### src/rtl/dac_tdm_ser.sv
`default_nettype none
// ============================================================================
// Module   : dac_tdm_ser
// Brief    : Multi-channel TDM serial DAC driver with a one-deep shadow word,
//            frame repeat and channel-select / frame-sync word clock.
// Revision : 1.0 - initial release
// ============================================================================
module dac_tdm_ser #(
    parameter int WIDTH   = 16,
    parameter int NCH     = 2,
    parameter int REPEAT  = 1,
    parameter int WS_MODE = 0
) (
    input  logic                 bitclk,
    input  logic                 rst,
    input  logic [NCH*WIDTH-1:0] din,
    input  logic                 nw,
    output logic                 accept,
    output logic                 busy,
    output logic                 wout,
    output logic                 bout,
    output logic                 dout
);

    localparam int   c_F       = NCH * WIDTH;
    localparam int   c_BW      = (WIDTH > 1) ? $clog2(WIDTH) : 1;
    localparam int   c_CW      = (NCH > 1) ? $clog2(NCH) : 1;
    localparam logic c_WS_IDLE = (WS_MODE == 0) ? 1'b1 : 1'b0;

    localparam logic [0:0] c_S_IDLE  = 1'b0;
    localparam logic [0:0] c_S_SHIFT = 1'b1;

    logic [0:0]       r_state, w_state_nxt;
    logic             r_phase, w_phase_nxt;
    logic [c_BW-1:0]  r_bit, w_bit_nxt;
    logic [c_CW-1:0]  r_ch, w_ch_nxt;
    logic [3:0]       r_rep, w_rep_nxt;
    logic [c_F-1:0]   r_active, w_active_nxt;
    logic [c_F-1:0]   r_shadow, w_shadow_nxt;
    logic             r_shadow_valid, w_shadow_valid_nxt;
    logic             r_accept, w_accept_nxt;
    logic             r_bout, w_bout_nxt;
    logic             r_dout, w_dout_nxt;
    logic             r_wout, w_wout_nxt;
    logic             w_drive;
    logic             w_last;
    logic             w_nw_ok;
    logic [WIDTH-1:0] w_word;

    // r_bit counts down from the MSB; last bit of a frame is bit 0 of the top channel
    assign w_last  = (r_ch == c_CW'(NCH - 1)) && (r_bit == '0);
    // a request directly after an accept is the same nw level and is not taken again
    assign w_nw_ok = nw && !r_accept;

    always_ff @(posedge bitclk) begin
        if (rst) begin
            r_state        <= c_S_IDLE;
            r_phase        <= 1'b0;
            r_bit          <= '0;
            r_ch           <= '0;
            r_rep          <= '0;
            r_active       <= '0;
            r_shadow       <= '0;
            r_shadow_valid <= 1'b0;
            r_accept       <= 1'b0;
            r_bout         <= 1'b0;
            r_dout         <= 1'b0;
            r_wout         <= c_WS_IDLE;
        end else begin
            r_state        <= w_state_nxt;
            r_phase        <= w_phase_nxt;
            r_bit          <= w_bit_nxt;
            r_ch           <= w_ch_nxt;
            r_rep          <= w_rep_nxt;
            r_active       <= w_active_nxt;
            r_shadow       <= w_shadow_nxt;
            r_shadow_valid <= w_shadow_valid_nxt;
            r_accept       <= w_accept_nxt;
            r_bout         <= w_bout_nxt;
            r_dout         <= w_dout_nxt;
            r_wout         <= w_wout_nxt;
        end
    end

    always_comb begin
        w_state_nxt        = r_state;
        w_phase_nxt        = r_phase;
        w_bit_nxt          = r_bit;
        w_ch_nxt           = r_ch;
        w_rep_nxt          = r_rep;
        w_active_nxt       = r_active;
        w_shadow_nxt       = r_shadow;
        w_shadow_valid_nxt = r_shadow_valid;
        w_accept_nxt       = 1'b0;
        w_drive            = 1'b0;

        case (r_state)
            c_S_IDLE: begin
                if (nw) begin
                    w_state_nxt  = c_S_SHIFT;
                    w_active_nxt = din;
                    w_accept_nxt = 1'b1;
                    w_rep_nxt    = 4'(REPEAT);
                    w_drive      = 1'b1;
                end
            end
            default: begin
                if (!r_phase || !w_last) begin
                    w_phase_nxt = 1'b1;
                    w_drive     = r_phase;
                    if (w_nw_ok && !r_shadow_valid) begin
                        w_shadow_nxt       = din;
                        w_shadow_valid_nxt = 1'b1;
                        w_accept_nxt       = 1'b1;
                    end
                end else if (r_shadow_valid) begin
                    // gapless hand-over; the freed shadow may refill on the same edge
                    w_active_nxt       = r_shadow;
                    w_shadow_valid_nxt = 1'b0;
                    w_rep_nxt          = 4'(REPEAT);
                    w_drive            = 1'b1;
                    if (w_nw_ok) begin
                        w_shadow_nxt       = din;
                        w_shadow_valid_nxt = 1'b1;
                        w_accept_nxt       = 1'b1;
                    end
                end else if (nw) begin
                    w_active_nxt = din;
                    w_accept_nxt = 1'b1;
                    w_rep_nxt    = 4'(REPEAT);
                    w_drive      = 1'b1;
                end else if (r_rep != 4'd0) begin
                    w_rep_nxt = r_rep - 4'd1;
                    w_drive   = 1'b1;
                end else begin
                    w_state_nxt = c_S_IDLE;
                end
            end
        endcase

        if (w_drive) begin
            w_phase_nxt = 1'b0;
            if (r_state == c_S_IDLE || w_last) begin
                w_bit_nxt = c_BW'(WIDTH - 1);
                w_ch_nxt  = '0;
            end else if (r_bit == '0) begin
                w_bit_nxt = c_BW'(WIDTH - 1);
                w_ch_nxt  = r_ch + c_CW'(1);
            end else begin
                w_bit_nxt = r_bit - c_BW'(1);
            end
        end
    end

    always_comb begin
        w_bout_nxt = r_bout;
        w_dout_nxt = r_dout;
        w_wout_nxt = r_wout;
        w_word     = w_active_nxt[WIDTH-1:0];
        for (int c = 0; c < NCH; c++) begin
            if (w_ch_nxt == c_CW'(c)) begin
                w_word = w_active_nxt[c*WIDTH +: WIDTH];
            end
        end

        if (w_state_nxt == c_S_IDLE) begin
            w_bout_nxt = 1'b0;
            w_dout_nxt = 1'b0;
            w_wout_nxt = c_WS_IDLE;
        end else if (w_drive) begin
            w_bout_nxt = 1'b0;
            w_dout_nxt = w_word[w_bit_nxt];
            if (WS_MODE == 0) begin
                w_wout_nxt = w_ch_nxt[0];
            end else begin
                w_wout_nxt = (w_ch_nxt == '0) && (w_bit_nxt == c_BW'(WIDTH - 1));
            end
        end else if (!r_phase) begin
            w_bout_nxt = 1'b1;
        end
    end

    assign accept = r_accept;
    assign busy   = (r_state == c_S_SHIFT);
    assign wout   = r_wout;
    assign bout   = r_bout;
    assign dout   = r_dout;

endmodule
`default_nettype wire

### config.mk
export PLATFORM = sky130hd
export DESIGN_NAME = dac_tdm_ser
export DESIGN_NICKNAME = d
export VERILOG_FILES = /design/src/rtl/dac_tdm_ser.sv
export SDC_FILE = /design/constraint.sdc
export NUM_CORES = 1
export LEC_CHECK = 0
export BUFFER_PORTS_ARGS = -buffer_cell sky130_fd_sc_hd__buf_2
export CAP_MARGIN = 15
export CORE_UTILIZATION = 60
export CTS_CLUSTER_DIAMETER = 100
export DETAILED_ROUTE_END_ITERATION = 10
export GPL_TIMING_DRIVEN = 0
export HOLD_SLACK_MARGIN = 0.08
export PLACE_DENSITY = 0.81
export SLEW_MARGIN = 0
export SYNTH_ARGS = -nofsm -noshare
export SYNTH_HDL_FRONTEND = slang
export SYNTH_SLANG_ARGS = --single-unit
### constraint.sdc
create_clock -name bitclk -period 5.6 [get_ports bitclk]
set_input_delay 0.56 -clock bitclk [delete_from_list [all_inputs] [get_ports bitclk]]
set_output_delay 0.56 -clock bitclk [all_outputs]
set_load 0.05 [all_outputs]
# == Word level (Yosys, flattened, before mapping) ==
# Index checks and enable logic that the tools add are counted.
# totals
reg_bits,80
input_bits,35
wordCells,81
output_inout_bits,5
# op_classes
n_mux,39
magnitude_cmp,1
add_sub_neg,3
reduce_logical,22
n_bitwise,2
eq_ne,2
# ops
cell,count
2-to-1 mux 32 bit,8
2-to-1 mux 4 bit,9
2-to-1 mux 1 bit,20
2-to-1 mux 16 bit,1
nonzero test 4 bit,2
subtractor 4 x 1 -> 4 bit (second input constant),2
nonzero test 2 bit,3
less-than comparator 4 x 5 -> 1 bit (second input constant),1
binary-select mux 1 bit (select 4 bit),1
zero test 1 bit,4
zero test 4 bit,1
AND reduction 2 bit,2
AND reduction 4 bit,1
OR reduction 2 bit,2
logical AND 1 bit,3
AND reduction 3 bit,1
OR reduction 3 bit,1
logical OR 1 bit,2
inequality test 2 x 1 -> 1 bit (second input constant),1
inequality test 2 bit (second input constant),1
NOT 1 bit,2
adder 1 bit (second input constant),1

# == Depth between registers and ports, before layout ==
# depth
word_depth,10
mapped_depth,15
mapped_depth_nobuf,12

# == Least setup slack after synthesis ==
# No wires, ideal clock.
# synth_path
path_type,register to register
start,reg r_bit[0]
end,reg r_dout (netlist: dout)
setup_time_ns,0.122
t_arrival_ns,2.595
required_time_ns,5.478
synth_period_minus_slack_ns,2.717
path_slack_ns,2.883
stages_incl_launch_ff,15
n_path_buf,2
cell_sequence,dfxtp_1 -> inv_1 -> ha_1 -> nor3b_4 -> ha_1 -> buf_6 -> nand2_4 -> a22o_4 -> buf_6 -> a222oi_1 -> mux4_2 -> nand2_1 -> nor2_1 -> a21oi_1 -> a221o_1
# synth_between
elab_chain_len,10
word_cells_on_any_way,23
cone_classes,add/sub (1); mux (15); bitwise (1); reduce/logical (6)
# synth_lines
element,line,source
from (decl),35,"logic [c_BW-1:0] r_bit, w_bit_nxt;"
from (signal assigned),72,r_bit <= w_bit_nxt;
zero test 4 bit,"51, 146",
logical AND 1 bit,51,assign w_last = (r_ch == c_CW'(NCH - 1)) && (r_bit == '0);
zero test 1 bit,108,if (!r_phase || !w_last) begin
logical OR 1 bit,108,
2-to-1 mux 1 bit,108,
2-to-1 mux 1 bit,97,case (r_state)
2-to-1 mux 1 bit,141,if (w_drive) begin
2-to-1 mux 16 bit,161,if (w_ch_nxt == c_CW'(c)) begin
binary-select mux 1 bit (select 4 bit),172,w_dout_nxt = w_word[w_bit_nxt];
2-to-1 mux 1 bit (implied by the code),172,
to (signal assigned),80,r_dout <= w_dout_nxt;
to (decl),43,"logic r_dout, w_dout_nxt;"
# Several ways; a longest one is shown, not always the timed one. The select of a mux whose other input is x is not followed.
# A chain may end at the register's enable or synchronous reset.

# == Worst setup path in the final report ==
# Ends and elaborated chain as after synthesis.

==> impl_metrics.yaml <==
detailed_routing:
  vias: 3307
  antenna_left: 0
  firstDrtPassIters: 5
  dr.first_iter.drc_count: 337
  wl_mm: 8.989
  drcViolationCount: 0
  avgRoutedWirePerCell_um: 16.65
  vias_per_cell: 6.124
setup_path:
  end_kind: "flip-flop"
  cp.required_ns: 5.90
  crit_arrival_ns: 3.53
  max_stage_delay_ns: 0.44
  rrSetupSlack_ns: 2.37
  reg2reg_from: "r_bit[0]$_SDFF_PP0_"
  r2r_cells: 14
  slowest_stage: "clkbuf_1"
  crit_type: "reg -> reg"
  crit_top_cell: "a22oi_1"
  worstPathCellList: "inv_1 > ha_1 > nor3b_4 > ha_1 > buf_6 > nand2_4 > nor2_2 > clkbuf_1 > a22oi_1 > mux2_2 > a22oi_1 > a22oi_1 > a31oi_1 > a221o_1"
  worst-path-max-fanout: 10
  rr_endpoint: "dout$_SDFFE_PP0N_"
  startpoint_type: "flip-flop"
clock_tree:
  clk_path_buf_depth: 2
  cts_resized: 0
  holdBufCountCts: 0
  clk_pin_slew_ns: 0.08
  clockRootBuffer: "clkbuf_8"
  cts_tree: "yes"
  cts_setup_buffers: 0
  clock_sinks: 80
  clock_latency_ns: 0.34
  cts_max_level: 3
  numCtsBuffers: 9
cells_and_area:
  layout_common_cells: "90 x nand2_1, 80 x dfxtp_1, 61 x a21oi_1, 42 x buf_2, 30 x nor2_1"
  num-nets-final: 503
  fillers: 456
  layout_commonest_cell: "nand2_1"
  multi_input_area_mm2: 0.001819
  drive_above_1_share_pct: 19.44
  diodes: 0
  seqCellArea_mm2: 0.001602
  utilization_pct: 71.78
  fin_cells: 540
  area_growth_pct: 12.12
  stdcell_area_mm2: 0.004074
placed_design:
  dp_slack_ns: 2.434
  portBuffers: 38
  dp_hpwl_mm: 6.243
  gp_congestion: 0.8471
  place_area_mm2: 0.003914
  placedCellCount: 526
worst_hold_path:
  whs_path_depth: 3
  hold_class: "in -> reg"
  worstHoldStart: "din[17]"
  worstHoldEndpoint: "r_shadow[17]$_SDFFE_PP0P_"
die:
  die_w_um: 79.82
  coreArea_mm2: 0.005675
  io_pins: 40
  rows: 27
  die-area_mm2: 0.006371
  fp.dieH_um: 79.82
  start_util_pct: 64.02
power_and_ir_drop:
  leakagePower_nw: 1.537
  powerDensity_mw_per_mm2: 292.6
  ir_drop_mv: 0.2177
  p_total_mw: 1.192
run_status:
  status: "complete, no violations"
global_routing:
  overflow: 0
  antenna_found_initial: 0
  grt_max_degree: 13
  grt_pass1_wl_mm: 14.56
  grt_pass1_vias: 3048
  grt.total_usage_pct: 30.30
timing:
  hold_viol_final: 0
  setup-tns-final_ns: 0
  slew_headroom_pct: 54.88
  slew_viol_final: 0
  clock_skew_ns: 0.007273
  final.period_utilization_pct: 57.71
  fmax_mhz: 309.4
  rsz0062_at_grt: "no"
  timing.hold.ws_ns: 0.4543
  period_needed_ns: 3.232
  setup_viol: 0
  tightestPinTransition_ns: 0.6723
  setup_ws_ns: 2.368
synth:
  synth_area_leader_cell: "dfxtp_1"
  ys_seq_area_share_pct: 44.08
  syn_inst: 416
  yosys_warnings: 0
  syn-num-nets: 454
  yosys-top-cells-area: "dfxtp_1 44%, nand2_1 9.3%, a21oi_1 8.4%, a22oi_1 4.8%, a222oi_1 3.6%"
  synthDominantCellAreaShare_pct: 44.08
  synth-seq-cells: 80
  synth_area_mm2: 0.003633
  synth.distinct_cells: 56
  avgSynthCellArea_um2: 8.734
job:
  max_cap_violations: 0
## area by class of cell
| type | instances | share of cell area [%] |
|---|---|---|
| timing repair buffer | 38 | 4.668 |
| tap | 72 | 2.211 |
| clock buffer | 10 | 3.378 |
| multi-input combinational | 297 | 44.66 |
| sequential | 80 | 39.31 |
| buffer | 33 | 4.668 |
| inverter | 6 | 0.5528 |
| clock inverter | 4 | 0.5528 |
## cells in the mapped netlist (all sizes together)
cell	n
inv	6
a211oi	3
mux4	1
o22ai	1
clkbuf	19
nor2b	2
maj3	1
ha	3
nand4	1
nand2	91
o221ai	1
a22oi	24
or3b	1
o31ai	1
buf	14
nor3	5
mux2	11
a221o	1
a222oi	13
nor3b	3
and2	1
a21o	2
xor2	1
mux2i	7
a22o	1
a21oi	61
a31oi	1
nor4	2
o21ai	5
a221oi	1
nand3	5
nand2b	3
and3b	2
a21boi	1
a32oi	1
nor2	32
and3	1
nand3b	5
dfxtp	80
o2bb2ai	1
a311oi	1
## worst max path at each step
stage	startpoint	to	slack (ns)
finish	r_bit[0]$_SDFF_PP0_	dout$_SDFFE_PP0N_	2.37
global route	r_bit[0]$_SDFF_PP0_	dout$_SDFFE_PP0N_	2.11
detailed placement	r_bit[0]$_SDFF_PP0_	dout$_SDFFE_PP0N_	2.43
global placement	r_bit[0]$_SDFF_PP0_	dout$_SDFFE_PP0N_	2.47
CTS	r_bit[0]$_SDFF_PP0_	dout$_SDFFE_PP0N_	2.39
floorplan	r_bit[0]$_SDFF_PP0_	dout$_SDFFE_PP0N_	2.88
## flip-flops by register name, summed over array words and instances, names as in the netlist
register        cells
accept              1
bout                1
busy                1
dout                1
r_active           32
r_bit               4
r_ch                1
r_phase             1
r_rep               4
r_shadow           32
r_shadow_valid      1
wout                1
## per-layer routing
layer | GRT usage, % | part of all wire (%) | vias to the layer above
met4 | 11.25 | 1.9 | 0
met2 | 49.15 | 47 | 135
li1 | - | - | 1582
met5 | 0 | 0 | -
met1 | 39.51 | 44 | 1573
met3 | 6.400 | 6.7 | 17
## kinds of logic after synthesis
kind of cell             share of synthesized area [%]
XOR/XNOR                                        0.2411
AND/OR/NAND/NOR                                  19.49
adder cells (fa/ha/maj)                          1.309
buffers and inverters                            5.854
AO/OA/AOI/OAI                                    22.76
multiplexers                                     6.267
flip-flops                                       44.08
## critical path: cells and delay by family (launching register included)
family	cells	cell delay [ns]
fa+ha+maj	2	0.38
flops	1	0.35
buf+inv	3	0.65
mux	1	0.30
simple gates	3	0.67
compound gates	5	0.82
## power by group
part | switching (mW) | total (mW) | leakage, nW | internal (mW)
sequential | 0.0144 | 0.613 | 0.654 | 0.599
clock | 0.198 | 0.364 | 0.0838 | 0.166
combinational | 0.130 | 0.215 | 0.799 | 0.0848
total | 0.343 | 1.19 | 1.54 | 0.849
(Power assumes the default switching activity.)
